===== src/rtl/pipeline_hazard_controller_if.sv =====
// pipeline_hazard_controller_if: hazard inputs and pipeline control outputs of the stall/flush sequencer
interface pipeline_hazard_controller_if #(parameter int CNT_WIDTH = 16);
  logic [4:0]           id_rs_i;
  logic [4:0]           id_rt_i;
  logic                 id_uses_rt_i;
  logic                 ex_mem_read_i;
  logic [4:0]           ex_rt_i;
  logic                 id_branch_taken_i;
  logic                 id_jump_i;
  logic                 mem_access_i;
  logic                 pc_enable_o;
  logic                 ifid_enable_o;
  logic                 ifid_flush_o;
  logic                 idex_bubble_o;
  logic                 pipe_hold_o;
  logic [CNT_WIDTH-1:0] stall_count_o;
  logic [CNT_WIDTH-1:0] flush_count_o;
  modport master (
    output id_rs_i, id_rt_i, id_uses_rt_i, ex_mem_read_i, ex_rt_i,
           id_branch_taken_i, id_jump_i, mem_access_i,
    input  pc_enable_o, ifid_enable_o, ifid_flush_o, idex_bubble_o, pipe_hold_o,
           stall_count_o, flush_count_o
  );
  modport slave (
    input  id_rs_i, id_rt_i, id_uses_rt_i, ex_mem_read_i, ex_rt_i,
           id_branch_taken_i, id_jump_i, mem_access_i,
    output pc_enable_o, ifid_enable_o, ifid_flush_o, idex_bubble_o, pipe_hold_o,
           stall_count_o, flush_count_o
  );
endinterface


===== src/rtl/pipeline_hazard_controller.sv =====
// pipeline_hazard_controller: load-use stall, branch/jump flush and data-memory wait sequencing
// with saturating stall/flush performance counters.
module pipeline_hazard_controller #(
  parameter int MEM_WAIT_CYCLES = 0,
  parameter int CNT_WIDTH       = 16
) (
  input logic clk,
  input logic reset,
  pipeline_hazard_controller_if.slave hz
);
  localparam int WW = (MEM_WAIT_CYCLES > 0) ? $clog2(MEM_WAIT_CYCLES + 1) : 1;
  localparam logic [WW-1:0] LOAD_CNT = WW'((MEM_WAIT_CYCLES > 1) ? MEM_WAIT_CYCLES - 2 : 0);

  typedef enum logic [1:0] {RUN, MEM_WAIT, MEM_DONE} state_t;

  state_t               r_state, w_state_nx;
  logic [WW-1:0]        r_wait_cnt, w_wait_nx;
  logic [CNT_WIDTH-1:0] r_stall_cnt, r_flush_cnt;
  logic                 w_lu, w_rd, w_hold;
  logic                 w_pc_en, w_ifid_en, w_flush, w_bubble;

  assign w_lu = hz.ex_mem_read_i & (hz.ex_rt_i != 5'd0) &
                ((hz.ex_rt_i == hz.id_rs_i) | (hz.id_uses_rt_i & (hz.ex_rt_i == hz.id_rt_i)));
  assign w_rd = hz.id_branch_taken_i | hz.id_jump_i;
  // The RUN cycle that sees the access is itself the first hold cycle, so N holds
  // are the entry cycle plus N-1 MEM_WAIT cycles.
  assign w_hold = (r_state == MEM_WAIT) |
                  ((r_state == RUN) & hz.mem_access_i & (MEM_WAIT_CYCLES > 0));

  always_comb begin
    w_pc_en    = 1'b1;
    w_ifid_en  = 1'b1;
    w_flush    = 1'b0;
    w_bubble   = 1'b0;
    w_state_nx = RUN;
    w_wait_nx  = r_wait_cnt;
    if (w_hold) begin
      w_pc_en   = 1'b0;
      w_ifid_en = 1'b0;
      if (r_state == RUN) begin
        w_state_nx = (MEM_WAIT_CYCLES > 1) ? MEM_WAIT : MEM_DONE;
        w_wait_nx  = LOAD_CNT;
      end else begin
        w_state_nx = (r_wait_cnt == '0) ? MEM_DONE : MEM_WAIT;
        w_wait_nx  = (r_wait_cnt == '0) ? r_wait_cnt : r_wait_cnt - 1'b1;
      end
    end else if (w_lu) begin
      w_pc_en   = 1'b0;
      w_ifid_en = 1'b0;
      w_bubble  = 1'b1;
    end else if (w_rd) begin
      w_flush = 1'b1;
    end
  end

  always_ff @(posedge clk or negedge reset) begin
    if (!reset) begin
      r_state     <= RUN;
      r_wait_cnt  <= '0;
      r_stall_cnt <= '0;
      r_flush_cnt <= '0;
    end else begin
      r_state     <= w_state_nx;
      r_wait_cnt  <= w_wait_nx;
      if (!w_pc_en && !(&r_stall_cnt)) r_stall_cnt <= r_stall_cnt + 1'b1;
      if (w_flush && !(&r_flush_cnt)) r_flush_cnt <= r_flush_cnt + 1'b1;
    end
  end

  assign hz.pc_enable_o   = reset & w_pc_en;
  assign hz.ifid_enable_o = reset & w_ifid_en;
  assign hz.ifid_flush_o  = reset & w_flush;
  assign hz.idex_bubble_o = reset & w_bubble;
  assign hz.pipe_hold_o   = reset & w_hold;
  assign hz.stall_count_o = r_stall_cnt;
  assign hz.flush_count_o = r_flush_cnt;
endmodule


===== src/flat_wrapper.sv =====
// flat-port wrapper written by rule: the top's interface ports become plain ports
module pipeline_hazard_controller_flat 
#(
  parameter int MEM_WAIT_CYCLES = 0,
  parameter int CNT_WIDTH       = 16
)
  (clk, reset, hz_id_rs_i, hz_id_rt_i, hz_id_uses_rt_i, hz_ex_mem_read_i, hz_ex_rt_i, hz_id_branch_taken_i, hz_id_jump_i, hz_mem_access_i, hz_pc_enable_o, hz_ifid_enable_o, hz_ifid_flush_o, hz_idex_bubble_o, hz_pipe_hold_o, hz_stall_count_o, hz_flush_count_o);
  pipeline_hazard_controller_if #(.CNT_WIDTH(CNT_WIDTH)) hz_i ();
  input logic clk;
  input logic reset;
  input wire logic [$bits(hz_i.id_rs_i)-1:0] hz_id_rs_i;
  input wire logic [$bits(hz_i.id_rt_i)-1:0] hz_id_rt_i;
  input wire logic [$bits(hz_i.id_uses_rt_i)-1:0] hz_id_uses_rt_i;
  input wire logic [$bits(hz_i.ex_mem_read_i)-1:0] hz_ex_mem_read_i;
  input wire logic [$bits(hz_i.ex_rt_i)-1:0] hz_ex_rt_i;
  input wire logic [$bits(hz_i.id_branch_taken_i)-1:0] hz_id_branch_taken_i;
  input wire logic [$bits(hz_i.id_jump_i)-1:0] hz_id_jump_i;
  input wire logic [$bits(hz_i.mem_access_i)-1:0] hz_mem_access_i;
  output wire logic [$bits(hz_i.pc_enable_o)-1:0] hz_pc_enable_o;
  output wire logic [$bits(hz_i.ifid_enable_o)-1:0] hz_ifid_enable_o;
  output wire logic [$bits(hz_i.ifid_flush_o)-1:0] hz_ifid_flush_o;
  output wire logic [$bits(hz_i.idex_bubble_o)-1:0] hz_idex_bubble_o;
  output wire logic [$bits(hz_i.pipe_hold_o)-1:0] hz_pipe_hold_o;
  output wire logic [$bits(hz_i.stall_count_o)-1:0] hz_stall_count_o;
  output wire logic [$bits(hz_i.flush_count_o)-1:0] hz_flush_count_o;
  assign hz_i.id_rs_i = hz_id_rs_i;
  assign hz_i.id_rt_i = hz_id_rt_i;
  assign hz_i.id_uses_rt_i = hz_id_uses_rt_i;
  assign hz_i.ex_mem_read_i = hz_ex_mem_read_i;
  assign hz_i.ex_rt_i = hz_ex_rt_i;
  assign hz_i.id_branch_taken_i = hz_id_branch_taken_i;
  assign hz_i.id_jump_i = hz_id_jump_i;
  assign hz_i.mem_access_i = hz_mem_access_i;
  assign hz_pc_enable_o = hz_i.pc_enable_o;
  assign hz_ifid_enable_o = hz_i.ifid_enable_o;
  assign hz_ifid_flush_o = hz_i.ifid_flush_o;
  assign hz_idex_bubble_o = hz_i.idex_bubble_o;
  assign hz_pipe_hold_o = hz_i.pipe_hold_o;
  assign hz_stall_count_o = hz_i.stall_count_o;
  assign hz_flush_count_o = hz_i.flush_count_o;
  pipeline_hazard_controller #(.MEM_WAIT_CYCLES(MEM_WAIT_CYCLES), .CNT_WIDTH(CNT_WIDTH)) u_core (.clk(clk), .reset(reset), .hz(hz_i));
endmodule

===== config.mk =====
export PLATFORM = sky130hd
export DESIGN_NAME = pipeline_hazard_controller_flat
export DESIGN_NICKNAME = d
export VERILOG_FILES = /design/src/rtl/pipeline_hazard_controller_if.sv /design/src/rtl/pipeline_hazard_controller.sv /design/src/flat_wrapper.sv
export SDC_FILE = /design/constraint.sdc
export NUM_CORES = 1
export LEC_CHECK = 0
export ABC_AREA = 1
export CAP_MARGIN = 20
export CORE_MARGIN = 4
export CORE_UTILIZATION = 49
export CTS_CLUSTER_SIZE = 40
export DETAILED_ROUTE_END_ITERATION = 10
export GPL_ROUTABILITY_DRIVEN = 0
export HOLD_SLACK_MARGIN = 0.1
export PLACE_DENSITY = 0.9
export SETUP_SLACK_MARGIN = 0.3
export SLEW_MARGIN = 20
export SYNTH_ARGS = -nofsm -noshare
export SYNTH_HDL_FRONTEND = slang
export SYNTH_SLANG_ARGS = --single-unit

===== constraint.sdc =====
create_clock -name clk -period 1.84 [get_ports clk]
set_input_delay 0.276 -clock clk [delete_from_list [all_inputs] [get_ports clk]]
set_output_delay 0.276 -clock clk [all_outputs]
set_load 0.05 [all_outputs]

Yosys cells after proc, flatten, opt, wreduce, memory -nomap -nowiden
Cells that the tools add are included.
W data, S select, Z words.

operators by class
  add/sub/neg operators = 3
  equal/unequal tests = 3
  multiplexer cells = 12
  bitwise gates (word level) = 9
  reduce and logical (&&, ||, !) cells = 9

operators with widths
  cell                     count
  $add A16 B1 Y16 const B  2
  $reduce_and A16 Y1       2
  $eq A5 B5 Y1             2
  $mux W1                  9
  $and A1 B1 Y1            7
  $mux W2                  3
  $reduce_bool A5 Y1       1
  $logic_not A1 Y1         3
  $eq A2 B1 Y1 const B     1
  $logic_and A1 B1 Y1      2
  $logic_not A2 Y1         1
  $or A1 B1 Y1             2
  $sub A1 B1 Y1 const B    1

word-level totals
  flip-flop bits (word level) = 35
  bits of input ports = 22
  output and inout bits = 37
  word-level logic and storage cells = 40

Longest topological paths before layout
Gate-level depths: netlist (run 1).

  depth in word-level cells = 8
  gate-level depth with buffers = 11
  mapped depth without buffers = 10

Worst setup path after synthesis (run 1)
Ideal clock, no wire load.

  path type = input to output
  start = input hz_ex_rt_i[0]
  end = output hz_pc_enable_o
  arrival time = 1.956 ns
  required time = 1.564 ns
  setup slack = -0.392 ns
  stages on the path = 11
  buffers on the path = 2
  cells stage by stage = inv_1 > nand2_1 > nand2_1 > nor2_1 > nand3_1 > nand2_1 > nand2_2 > inv_2 > buf_2 > nor2_1 > buf_4

between the ends
  longest elaborated chain between the ends = 7
  elaborated cells between the ends (all ways) = 10
  classes of those cells = eq/ne: 2; mux: 2; bitwise: 5; reduce/logical: 1

RTL lines
  what                    line                              RTL
  from (decl)             flat_wrapper.sv:15                input wire logic [$bits(hz_i.ex_rt_i)-1:0] hz_ex_rt_i;
  $eq A5 B5 Y1            pipeline_hazard_controller.sv:23  ((hz.ex_rt_i == hz.id_rs_i) | (hz.id_uses_rt_i & (hz.ex_rt_i == hz.id_rt_i)));
  $and A1 B1 Y1           pipeline_hazard_controller.sv:23
  $or A1 B1 Y1            pipeline_hazard_controller.sv:23
  $and A1 B1 Y1 *         pipeline_hazard_controller.sv:22  assign w_lu = hz.ex_mem_read_i & (hz.ex_rt_i != 5'd0) &
  $mux W1 * (2 in a row)  --
  $and A1 B1 Y1 *         --
  to (decl)               flat_wrapper.sv:19                output wire logic [$bits(hz_i.pc_enable_o)-1:0] hz_pc_enable_o;

Mark *: on every way between the ends. The rest lies on a longest branch, timed or not.

Worst setup path after layout (run 1)
  start = input hz_id_uses_rt_i
  end = output hz_ifid_enable_o

between the ends
  longest elaborated chain between the ends = 6

RTL lines
  what           line                              RTL
  from (decl)    flat_wrapper.sv:13                input wire logic [$bits(hz_i.id_uses_rt_i)-1:0] hz_id_uses_rt_i;
  $and A1 B1 Y1  pipeline_hazard_controller.sv:23
  $or A1 B1 Y1   pipeline_hazard_controller.sv:23
  $and A1 B1 Y1  pipeline_hazard_controller.sv:22
  $mux W1        pipeline_hazard_controller.sv:47  end else if (w_lu) begin
  $mux W1        pipeline_hazard_controller.sv:37  if (w_hold) begin
  $and A1 B1 Y1  pipeline_hazard_controller.sv:71  assign hz.ifid_enable_o = reset & w_ifid_en;
  to (decl)      flat_wrapper.sv:20                output wire logic [$bits(hz_i.ifid_enable_o)-1:0] hz_ifid_enable_o;

Every way passes these cells.

==> run_results.csv, run 1 <==
group,metric,value,unit
run_status,status,"finished clean",
clock_tree,cts.clk_slew.worst_paths,0.08,ns
finish,finish.utilization,76.3,%
global_routing,grt_util_all_layers,23.2,%
timing,report.final.hold_viol_count,0,
worst_setup_path,cp-end-kind,"output port",
finish,multi_input_area,0.00146,mm2
worst_setup_path,crit_chain,"dlygate4sd2_1 > nand2_1 > nor2_1 > nand3_1 > nand2_2 > nand2_4 > inv_4 > nor2_4 > buf_12",
logic_synthesis,yosysTopAreaCell,"dfrtp_1",
routing,wl_per_cell,16.1,um
routing,vias,2654,
logic_synthesis,syn-cell-area,0.00230,mm2
clock_tree,cts_tree,"built",
routing,drc,0,
worst_setup_path,crit_fanout,4,
global_routing,grt_max_degree,33,
routing,vias_per_cell,5.58,
power_and_ir_drop,p_clk_share,26.4,%
global_routing,antenna_found_initial,0,
placed_design,dp_cells,445,
clock_tree,cts_buffers,5,
timing,min_period_over_period,87.7,%
worst_setup_path,arrival,1.34,ns
power_and_ir_drop,combPwrFrac,37.6,%
power_and_ir_drop,p_seq_share,36.0,%
worst_setup_path,slowest_delay,0.24,ns
logic_synthesis,yosys_warnings,0,
worst_setup_path,reg2reg_to,"u_core.hz.stall_count_o[4]",
clock_tree,cts_sinks,32,
finish,design_area,0.00339,mm2
placed_design,place_ws,-0.270,ns
placed_design,post_dp_cell_area,0.00306,mm2
worst_setup_path,start_kind,"input port",
placed_design,numPortBuffers,56,
logic_synthesis,synth_area_leaders,"dfrtp_1 35%, nand2_1 21%, nor2_1 5.9%",
clock_tree,clk_latency,0.30,ns
global_routing,grt_pass1_vias,2490,
clock_tree,clockBufferDepth,2,
logic_synthesis,syn_inst,338,
timing,setup_viol,0,
routing,first_pass_iters,5,
power_and_ir_drop,ir_drop,0.000565,V
worst_setup_path,crit_cells,9,
logic_synthesis,syn-num-nets,362,
logic_synthesis,seq_area_frac_synth,34.8,%
worst_setup_path,crit_family,"simple AND/OR/NAND/NOR gates",
placed_design,dpl.hpwl,4560,um
logic_synthesis,ys_seq_elements,32,
clock_tree,cts_max_level,2,
routing,ant_nets,0,
floorplanning,dieArea,0.00586,mm2
worst_setup_path,worst_r2r_path_depth,8,
worst_setup_path,required,1.56,ns
power_and_ir_drop,p_int,1.57,mW
floorplanning,initial_utilization,51.8,%
timing,period_needed,1.61,ns
timing,layout_setup_ws,0.226,ns
worst_setup_path,worst-path-buf-inv,3,
finish,area_delta_synth_final,47.3,%
worst_setup_path,cp-startpoint,"hz_id_uses_rt_i",
floorplanning,die_width,76.5,um
power_and_ir_drop,powerDensity,772,mW/mm2
logic_synthesis,synth_cell_type_count,25,
routing,drtIter0Drc,212,
finish,fillers,316,
logic_synthesis,yosys-top-cells-count,"129 x nand2_1, 36 x nor2_1, 32 x dfrtp_1, 32 x inv_1, 26 x nand3_1",
finish,antenna_cells,0,
floorplanning,die_y,76.5,um
finish,nets,447,
global_routing,overflow,0,
global_routing,grt_pass1_wl,11200,um
timing,drv_slew,0,
worst_setup_path,crit_path_top_delay_cell,"dlygate4sd2_1",
timing,max_freq,620,MHz
logic_synthesis,ys_async_sr_fraction,100,%
floorplanning,ioPinCount,59,
finish,regArea,836,um2
routing,wl,7680,um
logic_synthesis,syn_avg_cell_area,6.81,um2
logic_synthesis,synth_most_common_cell,"nand2_1",
timing,rsz0062_at_grt,"true",
timing,skew,0.0129,ns
power_and_ir_drop,p_leak,1.72,nW
worst_setup_path,path_class,"in -> out",
logic_synthesis,synthFlopType,"dfrtp_1",
clock_tree,root_buffer,"clkbuf_8",
job,max_cap_violations,0,
power_and_ir_drop,sw_frac_of_total,40.0,%
floorplanning,coreArea,0.00444,mm2
finish,final_cells,476,
worst_setup_path,timing.rr.start,"u_core.hz.stall_count_o[8]",
min_path,hp-class,"in -> async",
logic_synthesis,synth_enable_flop_cells,0,
finish,drive_gt1_share,38.0,%
logic_synthesis,synth_top_area_share,34.8,%
worst_setup_path,r2r_setup_slack,0.29,ns
power_and_ir_drop,p_switching,1.05,mW
clock_tree,cts_hold_buf,0,
floorplanning,fp-row-count,24,
==> layout make-up <==
class	instances	share of cell area (%)
multi-input cells	259	42.9
flip-flops and latches	32	24.6
repair buffers	89	23.2
inverters	36	4.21
clock buffers	6	2.14
well taps	52	1.92
clock inverters	2	1.03
==> state kept, by name, summed over array words and instances, names as in the netlist <==
| signal | cells |
|---|---|
| u_core.hz.stall_count_o | 16 |
| u_core.hz.flush_count_o | 16 |
==> kinds of logic after synthesis <==
kind of cell | share of synthesized area, %
compound gates | 1.96
xor+xnor | 8.37
fa+ha+maj | 1.09
buf+inv | 9.24
flops | 34.8
other cells | 0.163
simple gates | 44.4
==> power groups by stage <==
stage               clock (mW)  sequential (mW)  combinational, mW
floorplan                    0             1.22              0.324
global placement             0            0.949              0.874
detailed placement           0            0.957              0.906
CTS                      0.686            0.944              0.897
global route             0.731            0.955               1.04
finish                   0.691            0.942              0.983
==> through the flow <==
stage          setup TNS (ns)  power (mW)  hold slack, ns
3_3_place_gp            -4.24        1.82           0.493
3_5_place_dp            -5.57        1.86           0.507
4_1_cts                     0        2.53           0.507
6_report                    0        2.62           0.488
5_1_grt                     0        2.73           0.542
2_1_floorplan               0        1.55         -0.0196
==> worst max-delay path by stage <==
stage                                        to  slack, ns
floorplan                        hz_pc_enable_o       0.17
global placement    u_core.hz.flush_count_o[11]      -0.21
detailed placement  u_core.hz.flush_count_o[14]      -0.27
CTS                             hz_ifid_flush_o       0.20
global route                   hz_ifid_enable_o       0.19
finish                         hz_ifid_enable_o       0.23
==> routing by layer <==
metal / up-vias / global-route usage, % / share of wire [%]
li1: 1240 / - / -
met1: 1267 / 25.4 / 37
met2: 122 / 43.3 / 55
met3: 25 / 5.56 / 4.8
met4: 0 / 7.79 / 2.9
met5: - / 0 / 0
==> repair_timing <==
item	in CTS	in global routing
pin swaps	22	25
setup buffers	9	12
resized for setup	83	47
gates cloned	1	1
setup endpoints to repair	51	45
==> placed cells by master (no fill, tap or decap), drive strengths merged, types with 2 or more instances in the layout <==
cell type,n
dfrtp,32
dlygate4sd2,6
clkbuf,13
ha,2
clkdlybuf4s15,7
xor2,12
nand4,22
nand2,130
inv,36
nand3,30
nor3,4
o21ai,6
xnor2,10
clkdlybuf4s50,3
buf,65
nor2,40
==> worst register-to-register path, stage by stage, from the launching register on <==
cell and delay, ns:
dfrtp_2 0.41, nand2_1 0.12, nor2_4 0.15, inv_2 0.07
nor2_4 0.15, nand4_4 0.14, buf_4 0.21, nand3_1 0.11
nand2_1 0.08
(Power assumes the default switching activity.)
==> inputs of run 2 (changes only) <==
--- a/config.mk
+++ b/config.mk
@@ -15,7 +15,6 @@
 export HOLD_SLACK_MARGIN = 0.1
 export PLACE_DENSITY = 0.9
 export SETUP_SLACK_MARGIN = 0.3
-export SLEW_MARGIN = 20
 export SYNTH_ARGS = -nofsm -noshare
 export SYNTH_HDL_FRONTEND = slang
 export SYNTH_SLANG_ARGS = --single-unit
==> results of run 2 <==
No change in the layout: final DEF, timing and power equal those of run 1.
